--- config.mk ---
export PLATFORM = sky130hd
export DESIGN_NAME = wide_add_sequencer_flat
export DESIGN_NICKNAME = d
export VERILOG_FILES = /design/src/rtl/wide_add_sequencer_if.sv /design/src/rtl/wide_add_sequencer.sv /design/src/flat_wrapper.sv
export SDC_FILE = /design/constraint.sdc
export NUM_CORES = 1
export LEC_CHECK = 0
export ABC_CLOCK_PERIOD_IN_PS = 12750
export CAP_MARGIN = 5
export CORE_UTILIZATION = 45
export CTS_BUF_LIST = sky130_fd_sc_hd__clkbuf_8
export DETAILED_ROUTE_END_ITERATION = 8
export GPL_TIMING_DRIVEN = 1
export MAX_ROUTING_LAYER = met4
export PLACE_DENSITY = 0.72
export SLEW_MARGIN = 15
export SYNTH_ARGS = -nofsm -noshare
export SYNTH_HDL_FRONTEND = slang
export SYNTH_HIERARCHICAL = 1
export SYNTH_SLANG_ARGS = --single-unit
--- constraint.sdc ---
create_clock -name clk -period 12.75 [get_ports clk]
set_clock_uncertainty 0.05 [all_clocks]
set_input_delay 1.275 -clock clk [delete_from_list [all_inputs] [get_ports clk]]
set_output_delay 1.275 -clock clk [all_outputs]
set_load 0.05 [all_outputs]
--- src/rtl/wide_add_sequencer_if.sv ---
// Operand/result handshake bundle for wide_add_sequencer.
// The operand source drives the master side; the sequencer is the slave.
interface wide_add_sequencer_if #(
   parameter int unsigned NUM_SLICES = 4
);
   localparam int unsigned DATA_W = 16 * NUM_SLICES;

   logic              in_valid;
   logic              in_ready;
   logic [DATA_W-1:0] a;
   logic [DATA_W-1:0] b;
   logic              sub;
   logic              cin;
   logic              out_valid;
   logic              out_ready;
   logic [DATA_W-1:0] sum;
   logic              cout;
   logic              ovf;
   logic              busy;

   modport master (
      output in_valid, a, b, sub, cin, out_ready,
      input  in_ready, out_valid, sum, cout, ovf, busy
   );

   modport slave (
      input  in_valid, a, b, sub, cin, out_ready,
      output in_ready, out_valid, sum, cout, ovf, busy
   );
endinterface

--- src/rtl/wide_add_sequencer.sv ---
// Multi-cycle wide add/sub that reuses one 16-bit carry-skip adder.
// One slice per clock, LSB first, with the carry held in a register between slices.
module carry_skip_16bit (
   input  logic [15:0] a,
   input  logic [15:0] b,
   input  logic        cin,
   output logic [15:0] sum,
   output logic        cout
);
   logic [15:0] p;
   logic [4:0]  blk_c;
   logic        c;

   // Four 4-bit ripple blocks; a fully propagating block forwards its carry-in directly
   always_comb begin
      p        = a ^ b;
      sum      = '0;
      blk_c    = '0;
      blk_c[0] = cin;
      c        = 1'b0;
      for (int k = 0; k < 4; k++) begin
         c = blk_c[k];
         for (int j = 0; j < 4; j++) begin
            sum[4*k+j] = p[4*k+j] ^ c;
            c          = (a[4*k+j] & b[4*k+j]) | (p[4*k+j] & c);
         end
         blk_c[k+1] = (&p[4*k +: 4]) ? blk_c[k] : c;
      end
      cout = blk_c[4];
   end
endmodule

module wide_add_sequencer #(
   parameter int unsigned NUM_SLICES = 4
) (
   input logic                clk,
   input logic                rst,
   wide_add_sequencer_if.slave bus
);
   localparam int unsigned DATA_W = 16 * NUM_SLICES;
   localparam int unsigned IDX_W  = (NUM_SLICES > 1) ? $clog2(NUM_SLICES) : 1;
   localparam logic [IDX_W-1:0] LAST_IDX = IDX_W'(NUM_SLICES - 1);

   typedef enum logic [1:0] {
      IDLE = 2'd0,
      RUN  = 2'd1,
      DONE = 2'd2
   } state_t;

   state_t            state;
   logic [IDX_W-1:0]  idx;
   logic              carry;
   logic [DATA_W-1:0] a_reg;
   logic [DATA_W-1:0] b_reg;

   logic [15:0] add_a;
   logic [15:0] add_b;
   logic [15:0] add_s;
   logic        add_co;

   assign add_a = a_reg[{idx, 4'b0000} +: 16];
   assign add_b = b_reg[{idx, 4'b0000} +: 16];

   carry_skip_16bit u_add (
      .a    (add_a),
      .b    (add_b),
      .cin  (carry),
      .sum  (add_s),
      .cout (add_co)
   );

   always_ff @(posedge clk or posedge rst) begin
      if (rst) begin
         state         <= IDLE;
         idx           <= '0;
         carry         <= 1'b0;
         a_reg         <= '0;
         b_reg         <= '0;
         bus.sum       <= '0;
         bus.cout      <= 1'b0;
         bus.ovf       <= 1'b0;
         bus.out_valid <= 1'b0;
         bus.busy      <= 1'b0;
         bus.in_ready  <= 1'b0;
      end else begin
         case (state)
            IDLE: begin
               bus.in_ready <= 1'b1;
               if (bus.in_valid && bus.in_ready) begin
                  // Subtraction is a + ~b + 1, so the operand is inverted at capture
                  a_reg        <= bus.a;
                  b_reg        <= bus.sub ? ~bus.b : bus.b;
                  carry        <= bus.sub ? 1'b1 : bus.cin;
                  idx          <= '0;
                  bus.in_ready <= 1'b0;
                  bus.busy     <= 1'b1;
                  state        <= RUN;
               end
            end
            RUN: begin
               bus.sum[{idx, 4'b0000} +: 16] <= add_s;
               carry                         <= add_co;
               if (idx == LAST_IDX) begin
                  bus.cout      <= add_co;
                  bus.ovf       <= (a_reg[DATA_W-1] == b_reg[DATA_W-1]) &
                                   (add_s[15] != a_reg[DATA_W-1]);
                  bus.out_valid <= 1'b1;
                  state         <= DONE;
               end else begin
                  idx <= idx + 1'b1;
               end
            end
            DONE: begin
               if (bus.out_ready) begin
                  bus.out_valid <= 1'b0;
                  bus.busy      <= 1'b0;
                  bus.in_ready  <= 1'b1;
                  state         <= IDLE;
               end
            end
            default: state <= IDLE;
         endcase
      end
   end
endmodule

--- src/flat_wrapper.sv ---
// flat-port wrapper written by rule: the top's interface ports become plain ports
module wide_add_sequencer_flat 
#(
   parameter int unsigned NUM_SLICES = 4
)
  (clk, rst, bus_in_valid, bus_a, bus_b, bus_sub, bus_cin, bus_out_ready, bus_in_ready, bus_out_valid, bus_sum, bus_cout, bus_ovf, bus_busy);
  wide_add_sequencer_if #(.NUM_SLICES(NUM_SLICES)) bus_i ();
  input logic clk;
  input logic rst;
  input wire logic [$bits(bus_i.in_valid)-1:0] bus_in_valid;
  input wire logic [$bits(bus_i.a)-1:0] bus_a;
  input wire logic [$bits(bus_i.b)-1:0] bus_b;
  input wire logic [$bits(bus_i.sub)-1:0] bus_sub;
  input wire logic [$bits(bus_i.cin)-1:0] bus_cin;
  input wire logic [$bits(bus_i.out_ready)-1:0] bus_out_ready;
  output wire logic [$bits(bus_i.in_ready)-1:0] bus_in_ready;
  output wire logic [$bits(bus_i.out_valid)-1:0] bus_out_valid;
  output wire logic [$bits(bus_i.sum)-1:0] bus_sum;
  output wire logic [$bits(bus_i.cout)-1:0] bus_cout;
  output wire logic [$bits(bus_i.ovf)-1:0] bus_ovf;
  output wire logic [$bits(bus_i.busy)-1:0] bus_busy;
  assign bus_i.in_valid = bus_in_valid;
  assign bus_i.a = bus_a;
  assign bus_i.b = bus_b;
  assign bus_i.sub = bus_sub;
  assign bus_i.cin = bus_cin;
  assign bus_i.out_ready = bus_out_ready;
  assign bus_in_ready = bus_i.in_ready;
  assign bus_out_valid = bus_i.out_valid;
  assign bus_sum = bus_i.sum;
  assign bus_cout = bus_i.cout;
  assign bus_ovf = bus_i.ovf;
  assign bus_busy = bus_i.busy;
  wide_add_sequencer #(.NUM_SLICES(NUM_SLICES)) u_core (.clk(clk), .rst(rst), .bus(bus_i));
endmodule
==> results of run 1 <==
==> final cells by class <==
class                           instances  area (sq um)
Clock buffer                           41           564
Clock inverter                         15          86.3
Fill cell                            1734          8650
Inverter                               16          67.6
Multi-Input combinational cell        447          4130
Sequential cell                       202          5060
Tap cell                              275           344
Timing Repair Buffer                  207          2060
==> worst reg2reg max path: cells and delay by family, from the launching register on <==
kind,cells,cell delay [ns]
adder cells (fa/ha/maj),16,5.99
AO/OA/AOI/OAI,3,0.42
buffers and inverters,4,0.40
flip-flops,1,0.75
AND/OR/NAND/NOR,4,0.44
multiplexers,2,0.91
==> path summary, 6_finish.rpt <==
check	slack (ns)	startpoint	cells past startpoint	to
max	3.66	u_core/idx[0]$_DFFE_PP0P_	29	u_core/bus.ovf$_DFFE_PP0P_
min	0.43	u_core/a_reg[14]$_DFFE_PP0P_	1	u_core/a_reg[14]$_DFFE_PP0P_
max reg2reg	3.66	u_core/idx[0]$_DFFE_PP0P_	29	u_core/bus.ovf$_DFFE_PP0P_
min reg2reg	0.43	u_core/a_reg[14]$_DFFE_PP0P_	1	u_core/a_reg[14]$_DFFE_PP0P_
max in group asynchronous	9.86	rst	3	u_core/b_reg[22]$_DFFE_PP0P_
min in group asynchronous	1.29	rst	2	u_core/a_reg[24]$_DFFE_PP0P_
==> synthesized netlist by cell type (2+ instances only) <==
cell type / number
o2bb2ai_1: 2
nor2b_1: 2
nand2_1: 7
a22oi_1: 2
a22o_1: 64
inv_1: 16
buf_2: 16
nor4bb_1: 2
mux2_2: 46
mux4_2: 32
xnor2_1: 64
a31oi_1: 2
dfrtp_1: 202
mux2_1: 19
buf_6: 11
ha_1: 21
nor2_1: 74
nand3b_4: 2
nor4b_4: 2
fa_1: 16
nand4_1: 4
buf_8: 2
a21oi_1: 70
o21ai_0: 4
nor3_1: 2
clkbuf_1: 9
buf_4: 12
==> through the flow <==
step / utilization [%] / setup slack (ns) / hold slack [ns] / cells / cell area (sq um)
after floorplan: - / 4.06 / 0.403 / 715 / 9590
after global placement: 55.6 / 3.84 / 0.413 / 1147 / 11700
after detailed placement: 55.6 / 3.63 / 0.422 / 1147 / 11700
after CTS: 58.7 / 3.62 / 0.436 / 1203 / 12300
after global routing: 58.7 / 3.22 / 0.450 / 1203 / 12300
final: 58.7 / 3.66 / 0.434 / 1203 / 12300
==> power groups by stage <==
stage,combinational (mW),sequential [mW],clock (mW)
2_1_floorplan,1.23,1.32,0
3_3_place_gp,2.03,1.13,0
3_5_place_dp,2.08,1.14,0
4_1_cts,2.08,1.13,0.567
5_1_grt,2.23,1.17,0.590
6_report,2.08,1.12,0.553
==> cells by family after synthesis <==
logic type | synth area share, %
XOR/XNOR | 5.84
flip-flops | 52.7
AND/OR/NAND/NOR | 5.19
AO/OA/AOI/OAI | 10.5
adder cells (fa/ha/maj) | 6.08
buffers and inverters | 4.36
multiplexers | 15.3
==> layer usage <==
layer	part of all wire [%]	routed length (microns)	track usage (%)
met4	1.4	325	5.67
met5	0	0	-
met3	6.3	1420	3.70
met1	43	9810	29.5
met2	49	11100	35.5
==> summary.md, run 1 <==
| Metric | Value |
|---|---|
| Root Driver | clkbuf_8 |
| Final hold vios | 0 |
| Tot Pwr | between 3 and 4 mW |
| YS warnings | 6 |
| Syn Inst Count | between 700 and 800 |
| Clock Power Share | between 10% and 20% |
| Worst stage delay on the critical path | around 0.75 ns |
| Register share of total power | 30.0% |
| IO buf count | 202 |
| Die area | about 22000 sq um |
| Chip width | about 150 microns |
| Post-cts resize count | 0 |
| Status | complete, no violations |
| Post-Syn Area | around 9600 sq um |
| Switch Pwr | ~1.7 mW |
| Most common cell after layout, fill and taps aside | clkdlybuf4s50_1 |
| #FFs+latches synth | between 200 and 250 |
| Most frequent cells in the layout | 201 x clkdlybuf4s50_1, 200 x dfrtp_1, 74 x nor2_1 |
| Buf/Inv on CP | 4 |
| CTS tree | done |
| Most used cell, CP | fa_1 |
| Cell accounting for the most synthesized area | dfrtp_1 |
| Sw Ratio | between 40% and 50% |
| ANT cells | 0 |
| # IOs | 203 |
| Leak pwr | 5.14 nW |
| Post-synth ARST share | 100% |
| Crit Path Max Fanout | 17 |
| Area growth syn-to-layout | 28.3% |
| GP Congestion | roughly 0.79 |
| DRC | 0 |
| Clock transition at the registers of the reported paths | ~0.070 ns |
| Final slew viol count | 0 |
| Final ANT Viol Nets | 0 |
| Worst relative slew slack | between 20% and 30% |
| EDFF count, synth | 0 |
| Worst-case clock buffer depth | 3 |
| Yosys top cell area share | ~53% |
| Initial antenna violation count | 0 |
| Post-synthesis sequential area ratio | between 50% and 60% |
| Total GRT Usage | about 22% |
| Critical path arrival | around 9.4 ns |
| Total wire length | 22600 microns |
| Syn_nets | around 890 |
| DRT Pass-1 Iters | 7 |
| H-Tree Level Count | 2 |
| WS Path Type | register to register |
| Fin Setup TNS | 0 ns |
| Initial Utilization | a little under half |
| Vias | 6340 |
| Crit path capture type | register |
| Setup Viol. Count Final | 0 |
| Worst-Skew Late Latency | 0.51 ns |
| Global-route wire length before repair | approximately 36000 microns |
| Post-CTS Setup Inserts | 0 |
| Hpwl dp | 16400 microns |
| Largest net degree at the start of global routing | 125 |
| Worst vdd ir | 175 uV |
| Unrepaired setup endpoints after global routing | false |
| HP Class | register to register |
| Worst setup SP type | register |
| Layout cells sized above 1 | 15.0% |
| Total of max-cap violations | 0 |
| Initial DRC Count | 340 |
| Worst Tran Pin Value | between 1 and 1.5 ns |
| DR WL/cell | between 15 and 20 microns |
| Top Family by Delay on Critical Path | adder cells |
| CTS Sinks | 202 |
| Pwr per Cell Area | 305 nW/um^2 |
| Total gr overflow | 0 |
| Ys flop type | dfrtp_1 |
| Vias/cell | ~5.3 |
| Core area | 21000 sq um |
| CTS buffer count | 34 |
| Period utilization | between 70% and 80% |
| CP max-delay cell | dfrtp_2 |
| Logic pwr share | a little under three fifths |
| Die Span Y | between 100 and 150 microns |
| Fmax | between 0.1 and 0.15 GHz |
| Post-Syn Area per Cell | about 13 sq um |
| CTS hold repair buffers | 0 |
| Synth unique cells | 37 |
| Placement Rows | between 50 and 60 |
| Worst endpoint required time | ~13 ns |
| Vias in the first global route | about 6400 |
| Nets@finish | ~1100 |
| Final Critical Period | 9.09 ns |
| Synth top area cells | dfrtp_1 53%, mux4_2 7.5%, a22o_1 5.8%, xnor2_1 5.8%, mux2_2 5.4% |
| P_int | about 2.1 mW |
(Power assumes the default switching activity.)
==> run 2: changes to the inputs <==
Settings changed: ABC_CLOCK_PERIOD_IN_PS 12750 to 7400, PLACE_DENSITY 0.72 to 0.75.
Clock period 12.75 ns to 7.4 ns, I/O delays scaled along.
==> summary.md, run 2 (synthesized netlist as in run 1, its figures left out) <==
| Metric | Value |
|---|---|
| Status | finished with violations (was complete, no violations) |
| Failing checks | negative setup slack |
| Most used cell, CP | fa_2 (was fa_1) |
| Hold slack | 0.432 ns (was 0.434 ns) |
| Total GRT Usage | 22.5% (was 22.2%) |
| Unrepaired setup endpoints after global routing | true (was false) |
| Final hold vios | 0 (unchanged) |
| Tot Pwr | 6.64 mW (was 3.75 mW) |
| Global-route wire length before repair | 36600 microns (was 35900 microns) |
| Nets@finish | 1090 (was 1079) |
| Worst Tran Pin Value | 1.04 ns (was 1.11 ns) |
| HP Class | register to register (unchanged) |
| H-Tree Level Count | 2 (unchanged) |
| Final Critical Period | 7.84 ns (was 9.09 ns) |
| Design Area, Final | 12400 sq um (was 12300 sq um) |
| Total of max-cap violations | 0 (unchanged) |
| Vias in the first global route | 6585 (was 6440) |
| Setup Viol. Count Final | 7 (was 0) |
| Most frequent cells in the layout | 201 x clkdlybuf4s50_1, 200 x dfrtp_1, 73 x nor2_1 (was 201 x clkdlybuf4s50_1, 200 x dfrtp_1, 74 x nor2_1) |
| Vias | 6395 (was 6340) |
| Core area | 21000 sq um (unchanged) |
| DRT Pass-1 Iters | 5 (was 7) |
| Clock transition at the registers of the reported paths | 0.06 ns (was 0.07 ns) |
| Initial DRC Count | 343 (was 340) |
| CTS Sinks | 202 (unchanged) |
| Total gr overflow | 0 (unchanged) |
| CTS hold repair buffers | 0 (unchanged) |
| Largest net degree at the start of global routing | 194 (was 125) |
| CTS buffer count | 34 (unchanged) |
| Placed inst area | 11800 sq um (was 11700 sq um) |
| Worst stage delay on the critical path | 0.54 ns (was 0.75 ns) |
| Root Driver | clkbuf_8 (unchanged) |
| GP Congestion | 0.804 (was 0.792) |
| Vias/cell | 5.26 (was 5.27) |
| Final worst slack | -0.439 ns (was 3.66 ns) |
| Worst vdd ir | 306 uV (was 175 uV) |
| Chip width | 148 microns (unchanged) |
| Reg2Reg Depth | 29 (unchanged) |
| Worst setup SP type | register (unchanged) |
| Layout cells sized above 1 | 18.4% (was 15.0%) |
| Worst setup path start | u_core/idx[0]$_DFFE_PP0P_ (unchanged) |
| Fmax | 0.128 GHz (was 0.110 GHz) |
| Worst relative slew slack | 30.1% (was 26.2%) |
| Worst r2r src | u_core/idx[0]$_DFFE_PP0P_ (unchanged) |
| Area growth syn-to-layout | 29.5% (was 28.3%) |
| Met1 usage | 30.6% (was 29.5%) |
| Fin util | 59.3% (was 58.7%) |
| DRC | 0 (unchanged) |
| Hpwl dp | 16600 microns (was 16400 microns) |
| Worst-Skew Late Latency | 0.51 ns (about the same) |
| Die Span Y | 148 microns (unchanged) |
| GR Util met3 | 3.52% (was 3.70%) |
| # IOs | 203 (unchanged) |
| Setup WS pre-CTS | -0.443 ns (was 3.63 ns) |
| Placement Rows | 53 (unchanged) |
| Die area | 21900 sq um (unchanged) |
| Most common cell after layout, fill and taps aside | clkdlybuf4s50_1 (unchanged) |
| Initial antenna violation count | 2 (was 0) |
| Critical path arrival | 8.17 ns (was 9.43 ns) |
| Leak pwr | 5.17 nW (was 5.14 nW) |
| Flop2flop setup slack | -0.44 ns (was 3.66 ns) |
| Final slew viol count | 0 (unchanged) |
| Crit path capture type | register (unchanged) |
| Worst endpoint required time | 7.73 ns (was 13.09 ns) |
| DR WL/cell | 18.9 microns (was 18.8 microns) |
| Crit Path Max Fanout | 4 (was 17) |
| Pwr per Cell Area | 535 nW/um^2 (was 305 nW/um^2) |
| CP max-delay cell | mux4_2 (was dfrtp_2) |
| Worst-case clock buffer depth | 3 (unchanged) |
| IO buf count | 202 (unchanged) |
| WS Path Type | register to register (unchanged) |
| Worst Setup EP | u_core/bus.ovf$_DFFE_PP0P_ (unchanged) |
| Busiest metal layer after global routing | met2 (unchanged) |
| Met2 Use GR | 35.0% (was 35.5%) |
| Total wire length | 23000 microns (was 22600 microns) |
| CTS tree | done (unchanged) |
| Initial Utilization | 45.8% (unchanged) |
| Period utilization | 106% (was 71.3%) |
| Final ANT Viol Nets | 0 (unchanged) |
| FF-to-FF End | u_core/bus.ovf$_DFFE_PP0P_ (unchanged) |
run 2: changes by cell type in the layout (fill, tap and decap cells not counted), sizes merged:
| cell | before | now |
|---|---|---|
| buf | 6 | 17 |
| inv | 27 | 31 |
| clkbuf | 41 | 38 |
| bufinv | 1 | 0 |
| clkinvlp | 0 | 1 |
| diode | 0 | 1 |
run 2: cell type report:
cell class,instances,area (sq um)
clock inverters,19,78.8
well taps,275,344
multi-input cells,447,4190
diodes,1,2.50
fillers,1745,8540
inverters,16,67.6
clock buffers,38,523
flip-flops and latches,202,5060
repair buffers,218,2150
run 2: worst min-delay path by stage:
stage | from | endpoint | slack (ns) | depth (start not counted)
detailed placement | u_core/a_reg[9]$_DFFE_PP0P_ | u_core/a_reg[9]$_DFFE_PP0P_ | 0.42 | 1
global route | u_core/a_reg[17]$_DFFE_PP0P_ | u_core/a_reg[17]$_DFFE_PP0P_ | 0.45 | 1
CTS | u_core/a_reg[9]$_DFFE_PP0P_ | u_core/a_reg[9]$_DFFE_PP0P_ | 0.44 | 1
finish | u_core/a_reg[9]$_DFFE_PP0P_ | u_core/a_reg[9]$_DFFE_PP0P_ | 0.43 | 1
floorplan | u_core/a_reg[16]$_DFFE_PP0P_ | u_core/a_reg[16]$_DFFE_PP0P_ | 0.40 | 1
global placement | u_core/a_reg[16]$_DFFE_PP0P_ | u_core/a_reg[16]$_DFFE_PP0P_ | 0.41 | 1
run 2: critical path: cells and delay by family (launching register included):
kind,cells,cell delay (ns)
compound gates,3,0.36
buf+inv,4,0.24
flops,1,0.41
fa+ha+maj,16,5.44
simple gates,4,0.37
mux,2,0.83
run 2: metrics by stage:
step | instances | TNS, ns
floorplan | 715 | -1.75
global placement | 1156 | -0.958
detailed placement | 1156 | -1.77
CTS | 1214 | -1.60
global route | 1216 | -3.36
finish | 1216 | -1.79
run 2: routing by layer:
| layer | up-vias | part of all wire, % | wire length (microns) |
|---|---|---|---|
| met3 | 29 | 6.1 | 1410 |
| li1 | 2955 | - | - |
| met4 | 0 | 1.6 | 379 |
| met5 | - | 0 | 0 |
| met2 | 230 | 48 | 11000 |
| met1 | 3181 | 44 | 10200 |
run 2: repair_timing:
| action | CTS | global route |
|---|---|---|
| gates resized for setup | 2 | 7 |
| setup buffers | 1 | 1 |
| pin swaps | 0 | 0 |
| endpoints found under the setup margin | 7 | 11 |
run 2: report_power, final:
part / internal (mW) / switching (mW)
Sequential: 1.61 / 0.314
Clock: 0.467 / 0.427
Combinational: 1.68 / 2.15
